File: src/rtl/register_bank_mem_uret_pkg.sv
// Shared constants for the register bank: FSM encoding, fill-select codes
// and a width helper used to check that the sweep pointer fits AddrBits.
package register_bank_mem_uret_pkg;

  // Sweep FSM encoding
  localparam logic [0:0] ST_IDLE  = 1'b0;
  localparam logic [0:0] ST_SWEEP = 1'b1;

  // Fill value selection for a sweep
  localparam logic [0:0] FILL_ZERO   = 1'b0;
  localparam logic [0:0] FILL_PRESET = 1'b1;

  // Smallest w with 2**w >= n
  function automatic int clog2_w(input int n);
    int w;
    w = 0;
    for (int i = 0; i < 32; i++) begin
      if ((1 << w) < n) w = w + 1;
    end
    return w;
  endfunction

endpackage

File: src/rtl/register_bank_mem_uret_if.sv
// Bus bundle for the register bank.
// Handshake: there is no ready path. Every request (WrEn, RdEn, ClrReq,
// PreReq) is sampled only on a qualified step (ClockEnable & Tick) and is
// either performed or reported (WrErr) on that same edge; RdValid and WrErr
// are single-clock responses registered on the sampling edge.
interface register_bank_mem_uret_if #(
  parameter int NrOfBits = 8,
  parameter int AddrBits = 4
);
  logic                WrEn;
  logic [AddrBits-1:0] WrAddr;
  logic [NrOfBits-1:0] WrData;
  logic [NrOfBits-1:0] WrMask;
  logic                RdEn;
  logic [AddrBits-1:0] RdAddr;
  logic [NrOfBits-1:0] RdData;
  logic                RdValid;
  logic                ClrReq;
  logic                PreReq;
  logic                Busy;
  logic                WrErr;
  logic [0:0]          SweepState;

  modport master (
    output WrEn, WrAddr, WrData, WrMask, RdEn, RdAddr, ClrReq, PreReq,
    input  RdData, RdValid, Busy, WrErr, SweepState
  );

  modport slave (
    input  WrEn, WrAddr, WrData, WrMask, RdEn, RdAddr, ClrReq, PreReq,
    output RdData, RdValid, Busy, WrErr, SweepState
  );
endinterface

File: src/rtl/register_bank_mem_uret_sweep_ctrl.sv
// Sweep engine: walks a pointer over every entry, one entry per step,
// writing the selected fill value. Requests arriving mid-sweep are ignored.
module sweep_ctrl_uret
  import register_bank_mem_uret_pkg::*;
#(
  parameter int NrOfRegs = 16,
  parameter int AddrBits = 4
) (
  input  logic                Clock,
  input  logic                Reset_n,
  input  logic                Step,
  input  logic                ClrReq,
  input  logic                PreReq,
  output logic                Busy,
  output logic                SweepWe,
  output logic [AddrBits-1:0] SweepPtr,
  output logic [0:0]          FillSel,
  output logic [0:0]          State
);

  localparam logic [AddrBits-1:0] LastPtr = AddrBits'(NrOfRegs - 1);

  logic [0:0]          state_q;
  logic [AddrBits-1:0] ptr_q;
  logic [0:0]          fill_q;

  // FSM, pointer and fill register; clear wins over preset
  always_ff @(posedge Clock or negedge Reset_n) begin
    if (!Reset_n) begin
      state_q <= ST_IDLE;
      ptr_q   <= '0;
      fill_q  <= FILL_ZERO;
    end else if (Step) begin
      case (state_q)
        ST_IDLE: begin
          if (ClrReq) begin
            state_q <= ST_SWEEP;
            fill_q  <= FILL_ZERO;
            ptr_q   <= '0;
          end else if (PreReq) begin
            state_q <= ST_SWEEP;
            fill_q  <= FILL_PRESET;
            ptr_q   <= '0;
          end
        end
        ST_SWEEP: begin
          if (ptr_q == LastPtr) begin
            state_q <= ST_IDLE;
            ptr_q   <= '0;
          end else begin
            ptr_q <= ptr_q + AddrBits'(1);
          end
        end
        default: state_q <= ST_IDLE;
      endcase
    end
  end

  assign Busy     = (state_q == ST_SWEEP);
  assign SweepWe  = Step && (state_q == ST_SWEEP);
  assign SweepPtr = ptr_q;
  assign FillSel  = fill_q;
  assign State    = state_q;

endmodule

File: src/rtl/register_bank_mem_uret.sv
// Register bank: NrOfRegs x NrOfBits storage with one masked write port,
// one registered read-first read port and a clear/preset sweep engine.
module register_bank_mem_uret
  import register_bank_mem_uret_pkg::*;
#(
  parameter int                NrOfBits    = 8,
  parameter int                NrOfRegs    = 16,
  parameter int                AddrBits    = 4,
  parameter logic [NrOfBits-1:0] PresetValue = '1
) (
  input  logic Clock,
  input  logic Reset_n,
  input  logic ClockEnable,
  input  logic Tick,
  register_bank_mem_uret_if.slave bus
);

  if (NrOfRegs < 2 || clog2_w(NrOfRegs) > AddrBits) begin : g_bad_size
    $error("register_bank_mem_uret: NrOfRegs must be in 2..2**AddrBits");
  end

  localparam logic [AddrBits:0] NRegs = (AddrBits + 1)'(NrOfRegs);

  logic                step;
  logic                busy;
  logic                sweep_we;
  logic [AddrBits-1:0] sweep_ptr;
  logic [0:0]          fill_sel;
  logic [0:0]          state;
  logic                wr_oor;
  logic                rd_oor;
  logic [NrOfBits-1:0] fill_val;
  logic [NrOfBits-1:0] mem [NrOfRegs];

  assign step     = ClockEnable & Tick;
  assign wr_oor   = ({1'b0, bus.WrAddr} >= NRegs);
  assign rd_oor   = ({1'b0, bus.RdAddr} >= NRegs);
  assign fill_val = (fill_sel == FILL_PRESET) ? PresetValue : '0;

  sweep_ctrl_uret #(
    .NrOfRegs (NrOfRegs),
    .AddrBits (AddrBits)
  ) u_sweep (
    .Clock    (Clock),
    .Reset_n  (Reset_n),
    .Step     (step),
    .ClrReq   (bus.ClrReq),
    .PreReq   (bus.PreReq),
    .Busy     (busy),
    .SweepWe  (sweep_we),
    .SweepPtr (sweep_ptr),
    .FillSel  (fill_sel),
    .State    (state)
  );

  // Storage: sweep fill has the array while busy, otherwise the masked write
  always_ff @(posedge Clock or negedge Reset_n) begin
    if (!Reset_n) begin
      for (int i = 0; i < NrOfRegs; i++) mem[i] <= '0;
    end else if (sweep_we) begin
      mem[sweep_ptr] <= fill_val;
    end else if (step && bus.WrEn && !busy && !wr_oor) begin
      mem[bus.WrAddr] <= (mem[bus.WrAddr] & ~bus.WrMask) | (bus.WrData & bus.WrMask);
    end
  end

  // Registered read port (read-first) plus RdValid/WrErr pulses
  always_ff @(posedge Clock or negedge Reset_n) begin
    if (!Reset_n) begin
      bus.RdData  <= '0;
      bus.RdValid <= 1'b0;
      bus.WrErr   <= 1'b0;
    end else begin
      bus.RdValid <= step && bus.RdEn;
      bus.WrErr   <= step && bus.WrEn && (busy || wr_oor);
      if (step && bus.RdEn) begin
        bus.RdData <= rd_oor ? '0 : mem[bus.RdAddr];
      end
    end
  end

  assign bus.Busy       = busy;
  assign bus.SweepState = state;

endmodule

File: src/flat_wrapper.sv
// flat-port wrapper written by rule: the top's interface ports become plain ports
module register_bank_mem_uret_flat import register_bank_mem_uret_pkg::*;
#(
  parameter int                NrOfBits    = 8,
  parameter int                NrOfRegs    = 16,
  parameter int                AddrBits    = 4,
  parameter logic [NrOfBits-1:0] PresetValue = '1
)
  (Clock, Reset_n, ClockEnable, Tick, bus_WrEn, bus_WrAddr, bus_WrData, bus_WrMask, bus_RdEn, bus_RdAddr, bus_ClrReq, bus_PreReq, bus_RdData, bus_RdValid, bus_Busy, bus_WrErr, bus_SweepState);
  register_bank_mem_uret_if #(.NrOfBits(NrOfBits), .AddrBits(AddrBits)) bus_i ();
  input  logic Clock;
  input  logic Reset_n;
  input  logic ClockEnable;
  input  logic Tick;
  input wire logic [$bits(bus_i.WrEn)-1:0] bus_WrEn;
  input wire logic [$bits(bus_i.WrAddr)-1:0] bus_WrAddr;
  input wire logic [$bits(bus_i.WrData)-1:0] bus_WrData;
  input wire logic [$bits(bus_i.WrMask)-1:0] bus_WrMask;
  input wire logic [$bits(bus_i.RdEn)-1:0] bus_RdEn;
  input wire logic [$bits(bus_i.RdAddr)-1:0] bus_RdAddr;
  input wire logic [$bits(bus_i.ClrReq)-1:0] bus_ClrReq;
  input wire logic [$bits(bus_i.PreReq)-1:0] bus_PreReq;
  output wire logic [$bits(bus_i.RdData)-1:0] bus_RdData;
  output wire logic [$bits(bus_i.RdValid)-1:0] bus_RdValid;
  output wire logic [$bits(bus_i.Busy)-1:0] bus_Busy;
  output wire logic [$bits(bus_i.WrErr)-1:0] bus_WrErr;
  output wire logic [$bits(bus_i.SweepState)-1:0] bus_SweepState;
  assign bus_i.WrEn = bus_WrEn;
  assign bus_i.WrAddr = bus_WrAddr;
  assign bus_i.WrData = bus_WrData;
  assign bus_i.WrMask = bus_WrMask;
  assign bus_i.RdEn = bus_RdEn;
  assign bus_i.RdAddr = bus_RdAddr;
  assign bus_i.ClrReq = bus_ClrReq;
  assign bus_i.PreReq = bus_PreReq;
  assign bus_RdData = bus_i.RdData;
  assign bus_RdValid = bus_i.RdValid;
  assign bus_Busy = bus_i.Busy;
  assign bus_WrErr = bus_i.WrErr;
  assign bus_SweepState = bus_i.SweepState;
  register_bank_mem_uret #(.NrOfBits(NrOfBits), .NrOfRegs(NrOfRegs), .AddrBits(AddrBits), .PresetValue(PresetValue)) u_core (.Clock(Clock), .Reset_n(Reset_n), .ClockEnable(ClockEnable), .Tick(Tick), .bus(bus_i));
endmodule
File: config.mk
export PLATFORM = sky130hd
export DESIGN_NAME = register_bank_mem_uret_flat
export DESIGN_NICKNAME = d
export VERILOG_FILES = /design/src/rtl/register_bank_mem_uret_pkg.sv /design/src/rtl/register_bank_mem_uret_if.sv /design/src/rtl/register_bank_mem_uret_sweep_ctrl.sv /design/src/rtl/register_bank_mem_uret.sv /design/src/flat_wrapper.sv
export SDC_FILE = /design/constraint.sdc
export NUM_CORES = 1
export LEC_CHECK = 0
export CELL_PAD_IN_SITES_DETAIL_PLACEMENT = 0
export CELL_PAD_IN_SITES_GLOBAL_PLACEMENT = 1
export CORE_MARGIN = 5
export CORE_UTILIZATION = 50
export CTS_CLUSTER_DIAMETER = 100
export DETAILED_ROUTE_END_ITERATION = 12
export PLACE_DENSITY = 0.92
export SLEW_MARGIN = 20
export SYNTH_ARGS = -nofsm -noshare
export SYNTH_HDL_FRONTEND = slang
export SYNTH_SLANG_ARGS = --single-unit
File: constraint.sdc
create_clock -name Clock -period 4.2 [get_ports Clock]
set_input_delay 0.63 -clock Clock [delete_from_list [all_inputs] [get_ports Clock]]
set_output_delay 0.63 -clock Clock [all_outputs]
set_load 0.1 [all_outputs]
Yosys cells after proc, flatten, opt, wreduce, memory -nomap -nowiden
Index checks and enable logic that the tools add are counted.
{"block": "op_classes", "addsub": 1, "order_cmp": 5, "eq_ne": 2, "n_mux": 25, "n_bitwise": 9, "n_reduce_logical": 12}
{"op": "$bwmux W128", "count": 2}
{"op": "$mux W128", "count": 2}
{"op": "$bmux W8 S4", "count": 2}
{"op": "$demux W8 S4", "count": 2}
{"op": "$mux W8", "count": 7}
{"op": "$and A8 B8 Y8", "count": 2}
{"op": "$ge A5 B5 Y1 const B", "count": 3}
{"op": "$not A4 Y5", "count": 3}
{"op": "$mux W4", "count": 3}
{"op": "$lt A5 B1 Y1 const B", "count": 2}
{"op": "$not A8 Y8", "count": 1}
{"op": "$or A8 B8 Y8", "count": 1}
{"op": "$pmux W4 S2", "count": 1}
{"op": "$logic_and A1 B1 Y1", "count": 7}
{"op": "$mux W1", "count": 5}
{"op": "$add A4 B1 Y4 const B", "count": 1}
{"op": "$eq A4 B4 Y1 const B", "count": 1}
{"op": "$reduce_bool A2 Y1", "count": 2}
{"op": "$ne A3 B3 Y1 const B", "count": 1}
{"op": "$reduce_and A3 Y1", "count": 1}
{"op": "$pmux W1 S2", "count": 1}
{"op": "$reduce_and A2 Y1", "count": 1}
{"op": "$and A1 B1 Y1", "count": 1}
{"op": "$logic_not A1 Y1", "count": 1}
{"op": "$not A1 Y1", "count": 1}
{"block": "word_totals", "register_bits": 144, "input_bits": 32, "word_cells": 76}

Longest topological paths before layout
{"block": "logic_depth", "depth_word": 9, "ltp_mapped": 9, "depth_no_buf": 7}

Cells and area by module
Synthesis repeated with hierarchy kept, for this count alone.
{"block": "hier_totals", "cells_unflattened": 648, "hier_area_um2": 7977.7}
{"mod": "register_bank_mem_uret", "n_inst": 1, "cells_each": 617, "area_per_inst_um2": 7673.6}
{"mod": "sweep_ctrl_uret", "n_inst": 1, "cells_each": 31, "area_per_inst_um2": 304.0}

Worst setup path before layout
Ideal clock, no wire load.
{"block": "synth_timing", "kind": "register -> register", "from": "register u_core.u_sweep.state_q (netlist: u_core.u_sweep.Busy)", "to": "register u_core.mem[0] (netlist bit)", "setup_ns": 0.152, "arrival_time_ns": 2.347, "required_time_ns": 4.048, "path_slack_ns": 1.701, "path_stages_with_launch": 6, "n_path_buf": 1, "path_cell_list": "dfrtp_1 o211a_1 clkbuf_1 nand4_1 a21oi_1 a22oi_1"}
{"block": "synth_between", "elab_chain_cells": 3, "elab_cells_between_ends": 5}
{"element": "start, declared", "line": "register_bank_mem_uret_sweep_ctrl.sv:23", "source": "logic [0:0] state_q;"}
{"element": "start signal, assigned", "line": "register_bank_mem_uret_sweep_ctrl.sv:30", "source": "state_q <= ST_IDLE;"}
{"element": "start signal, assigned", "line": "register_bank_mem_uret_sweep_ctrl.sv:37", "source": "state_q <= ST_SWEEP;"}
{"element": "start signal, assigned", "line": "register_bank_mem_uret_sweep_ctrl.sv:41", "source": "state_q <= ST_SWEEP;"}
{"element": "$logic_not A1 Y1", "line": "register_bank_mem_uret.sv:62", "source": "end else if (step && bus.WrEn && !busy && !wr_oor) begin"}
{"element": "$logic_and A1 B1 Y1", "line": "register_bank_mem_uret.sv:62"}
{"element": "$reduce_bool A2 Y1 (no source line)"}
{"element": "end signal, assigned by index", "line": "register_bank_mem_uret.sv:61", "source": "mem[sweep_ptr] <= fill_val;"}
{"element": "end signal, assigned by index", "line": "register_bank_mem_uret.sv:63", "source": "mem[bus.WrAddr] <= (mem[bus.WrAddr] & ~bus.WrMask) | (bus.WrData & bus.WrMask);"}
{"element": "end, declared", "line": "register_bank_mem_uret.sv:33", "source": "logic [NrOfBits-1:0] mem [NrOfRegs];"}
Parallel ways exist; a longest one is shown, timed or not.
A chain may end at the register's enable or synchronous reset.

Worst setup path in the final report
{"block": "layout_timing", "from": "input port bus_WrAddr[1]", "to": "register u_core.mem[76] (netlist bit)"}
{"block": "layout_between", "elab_chain_cells": 9, "elab_cells_between_ends": 14}
{"element": "start, declared", "line": "flat_wrapper.sv:16", "source": "input wire logic [$bits(bus_i.WrAddr)-1:0] bus_WrAddr;"}
{"element": "$not A4 Y5 (*)", "line": "register_bank_mem_uret.sv:63"}
{"element": "$bmux W8 S4", "line": "register_bank_mem_uret.sv:63"}
{"element": "$mux W8 (not written as such) (2 in series)", "line": "register_bank_mem_uret.sv:63"}
{"element": "$and A8 B8 Y8", "line": "register_bank_mem_uret.sv:63"}
{"element": "$or A8 B8 Y8", "line": "register_bank_mem_uret.sv:63"}
{"element": "$bwmux W128 (*)", "line": "register_bank_mem_uret.sv:63"}
{"element": "$mux W128 (*)", "line": "register_bank_mem_uret.sv:62"}
{"element": "$mux W128 (*)", "line": "register_bank_mem_uret.sv:60", "source": "end else if (sweep_we) begin"}
Mark *: on every way between the ends. The rest lies on a longest branch, timed or not. The select of a mux whose other input is x is not followed.

==> impl_metrics.csv <==
group,metric,value,unit
outcome,outcome,"finished clean",
route,drc_errors,0,
route,dr.pass1.iters,5,
timing,tns,0,ns
clock_tree,clockRootBuffer,"clkbuf_16",
global_routing,met3_usage,9.17,%
clock_tree,clk_pin_slew,0.06,ns
global_routing,track_usage,31.6,%
route,viasPerCell,6.96,
timing,hold_viol,0,
timing,skew,0.00658,ns
final_layout,drive_gt1_share,15.9,%
clock_tree,postCtsSetupRepairBufs,0,
final_layout,layout.nets,1070,
worst_setup_path,crit_arrival,3.44,ns
pwr,pwr_density_cell,593,nW/um2
final_layout,multi_input_area,5340,um2
timing,post-route-period-util,74.7,%
yosys,syn_area,9260,um2
global_routing,grt_max_degree,98,
yosys,synth_warnings,0,
clock_tree,ctsResizeCount,0,
route,ant_nets,0,
timing,slew_violations,0,
floorplanning,io_pins,44,
floorplanning,die_area,21300,um2
timing,setup_viol,0,
yosys,synthCells,975,
worst_setup_path,worst_setup_path_end_kind,"flop",
clock_tree,worstSkewPairLatency,0.44,ns
yosys,synth_xor_area_share,0,%
pwr,ir_drop,0.291,mV
global_routing,antenna_found_initial,0,
timing,grt_setup_unrepaired,"no",
clock_tree,numCtsBuffers,17,
final_layout,diodes,0,
placed_design,gp_congestion,0.957,
clock_tree,cts_buffer_depth,2,
floorplanning,die_h,146,um
yosys,ys_types,52,
route,drt_wl_total,33.4,mm
global_routing,grt_util_met2,45.6,%
floorplanning,num_rows,49,
floorplanning,core_area,18100,um2
yosys,synth_seq_area_share,38.9,%
yosys,synth_mux_area_share,16.7,%
flow_run,max_cap_viol_count,0,
yosys,syn_nets,1011,
route,drtIter0Drc,1301,
pwr,total_power,0.00631,W
yosys,synth_edf_count,0,
clock_tree,cts_hold_buf,0,
global_routing,grt_pass1_vias,8567,
final_layout,seqCellArea,3600,um2
worst_setup_path,critPathRequiredTime,4.50,ns
yosys,synth_common_cells,"dfrtp_1 (144), nor2_1 (143), a21oi_1 (140)",
final_layout,syn2layout_area_growth,15.0,%
pwr,power_leakage,4.35,nW
min_path,hold_path.class,"in -> async",
global_routing,grt_overflow_total,0,
worst_setup_path,path_class,"in -> reg",
yosys,synth-simple-area-share,16.2,%
global_routing,grt-busiest-layer,"met2",
placed_design,io_buffers,43,
floorplanning,initial_core_util,51.2,%
yosys,synth.avg_cell_area,9.50,um2
yosys,ys_top_cells_by_area,"dfrtp_1 (39%), mux4_2 (11%), a21oi_1 (7.6%), nor2_1 (5.8%), mux2i_1 (3.9%)",
global_routing,gr-usage-met1,43.0,%
yosys,synth.largest_area_cell,"dfrtp_1",
clock_tree,cts_num_sinks,144,
route,via_count,8875,
yosys,synth.most_common_cell,"dfrtp_1",
yosys,synth_compound_area_share,24.3,%
worst_setup_path,cp-start-kind,"primary input",
final_layout,utilization,58.9,%
yosys,ys_ff_latch,144,
yosys,synth_top_area_share,38.9,%
timing,fmax,0.319,GHz
placed_design,hpwlAfterDp,22.6,mm
global_routing,grt_pass1_wl,51.4,mm
final_layout,fillers,1549,
yosys,async_flop_share,100,%
yosys,synth_top_family_by_area,"compound AO/OA/AOI/OAI gates",
timing,tightest_slew,1.07,ns
yosys,synth_ff_type,"dfrtp_1",
clock_tree,ctsHtreeMaxLevel,4,
floorplanning,fp.dieW,146,um
yosys,synthAdderAreaFrac,0.541,%
route,routedWlPerCell,26.1,um
timing,slew_headroom,28.7,%
clock_tree,cts_tree,"yes",
worst_setup_path,crit_fanout,14,
timing,min_period,3.14,ns
## cell usage in the layout (no fill, tap or decap), types with 7 or more instances in the layout
master	n
and3_1	27
o211ai_1	25
nor2b_1	16
o21ai_1	22
o22a_1	21
nand3_1	15
a21oi_1	140
clkbuf_16	17
nor2_1	143
dfrtp_1	144
mux4_2	45
a22o_1	9
a211oi_1	14
a22oi_1	7
inv_1	10
a221oi_2	7
nand2b_1	15
nand2_1	75
mux2i_1	36
o21ai_0	64
clkdlybuf4s50_1	40
mux2_2	14
buf_4	51
a2111oi_4	7
or3_1	7
## cell type report
class / count / share of cell area (%)
Clock inverter: 13 / 1.30
Tap cell: 229 / 2.69
Clock buffer: 19 / 4.07
Multi-Input combinational cell: 767 / 50.2
Sequential cell: 144 / 33.8
Timing Repair Buffer: 94 / 7.56
Inverter: 10 / 0.353
## cells by family (layout without fill, tap and decap cells)
logic type                 after synthesis  count (layout)
AOI/OAI and AO/OA                      342             342
adders and majority gates                4               4
buffers and inverters                   64             136
DFF                                    144             144
muxes                                   96              96
and+or+nand+nor                        325             325
## sequential cells by signal (all words and copies together) (netlist names)
signal	cells
u_core.u_sweep.FillSel	1
u_core.bus.RdValid	1
u_core.u_sweep.SweepPtr	4
u_core.bus.WrErr	1
u_core.bus.RdData	8
u_core.u_sweep.Busy	1
u_core.mem	128
## where the power goes
group,leakage (nW),switching [W],internal [W]
Clock,0.265,0.000635,0.000873
Sequential,1.78,0.000605,0.00199
Combinational,2.30,0.00118,0.00103
## metrics by stage
stage                     cell area, um2  hold WS, ns  instances  setup WS, ns
after floorplan                     9260        0.334        975          1.70
after global placement             10100        0.457       1244         0.707
after detailed placement           10100        0.464       1244         0.689
after CTS                          10600        0.342       1276          1.13
after global routing               10600        0.385       1276         0.960
final                              10600        0.285       1276          1.06
## layer usage
layer / wire, um / up-vias
li1: - / 3763
met1: 12500 / 4293
met2: 14500 / 683
met3: 4390 / 136
met4: 1950 / 0
met5: 0 / -
## critical path, cell delays in order
cell             delay [ns]
clkdlybuf4s50_1        0.87
buf_4                  0.37
mux2_2                 0.38
a221oi_2               0.31
o21ai_1                0.30
o21ai_1                0.42
o211ai_1               0.15
## worst paths after layout
path	startpoint	endpoint	slack (ns)	depth (start not counted)
setup / recovery	bus_WrAddr[1]	u_core.mem[76]	1.06	7
max in group asynchronous	Reset_n	u_core.mem[59]	2.93	2
setup reg to reg	u_core.u_sweep.Busy	u_core.mem[73]	1.57	6
hold reg to reg	u_core.bus.RdData[3]	u_core.bus.RdData[3]	0.47	2
min in group Clock	u_core.bus.RdData[3]	u_core.bus.RdData[3]	0.47	2
hold / removal	Reset_n	u_core.mem[111]	0.28	1
No activity file was read; power rests on OpenSTA's default activity.
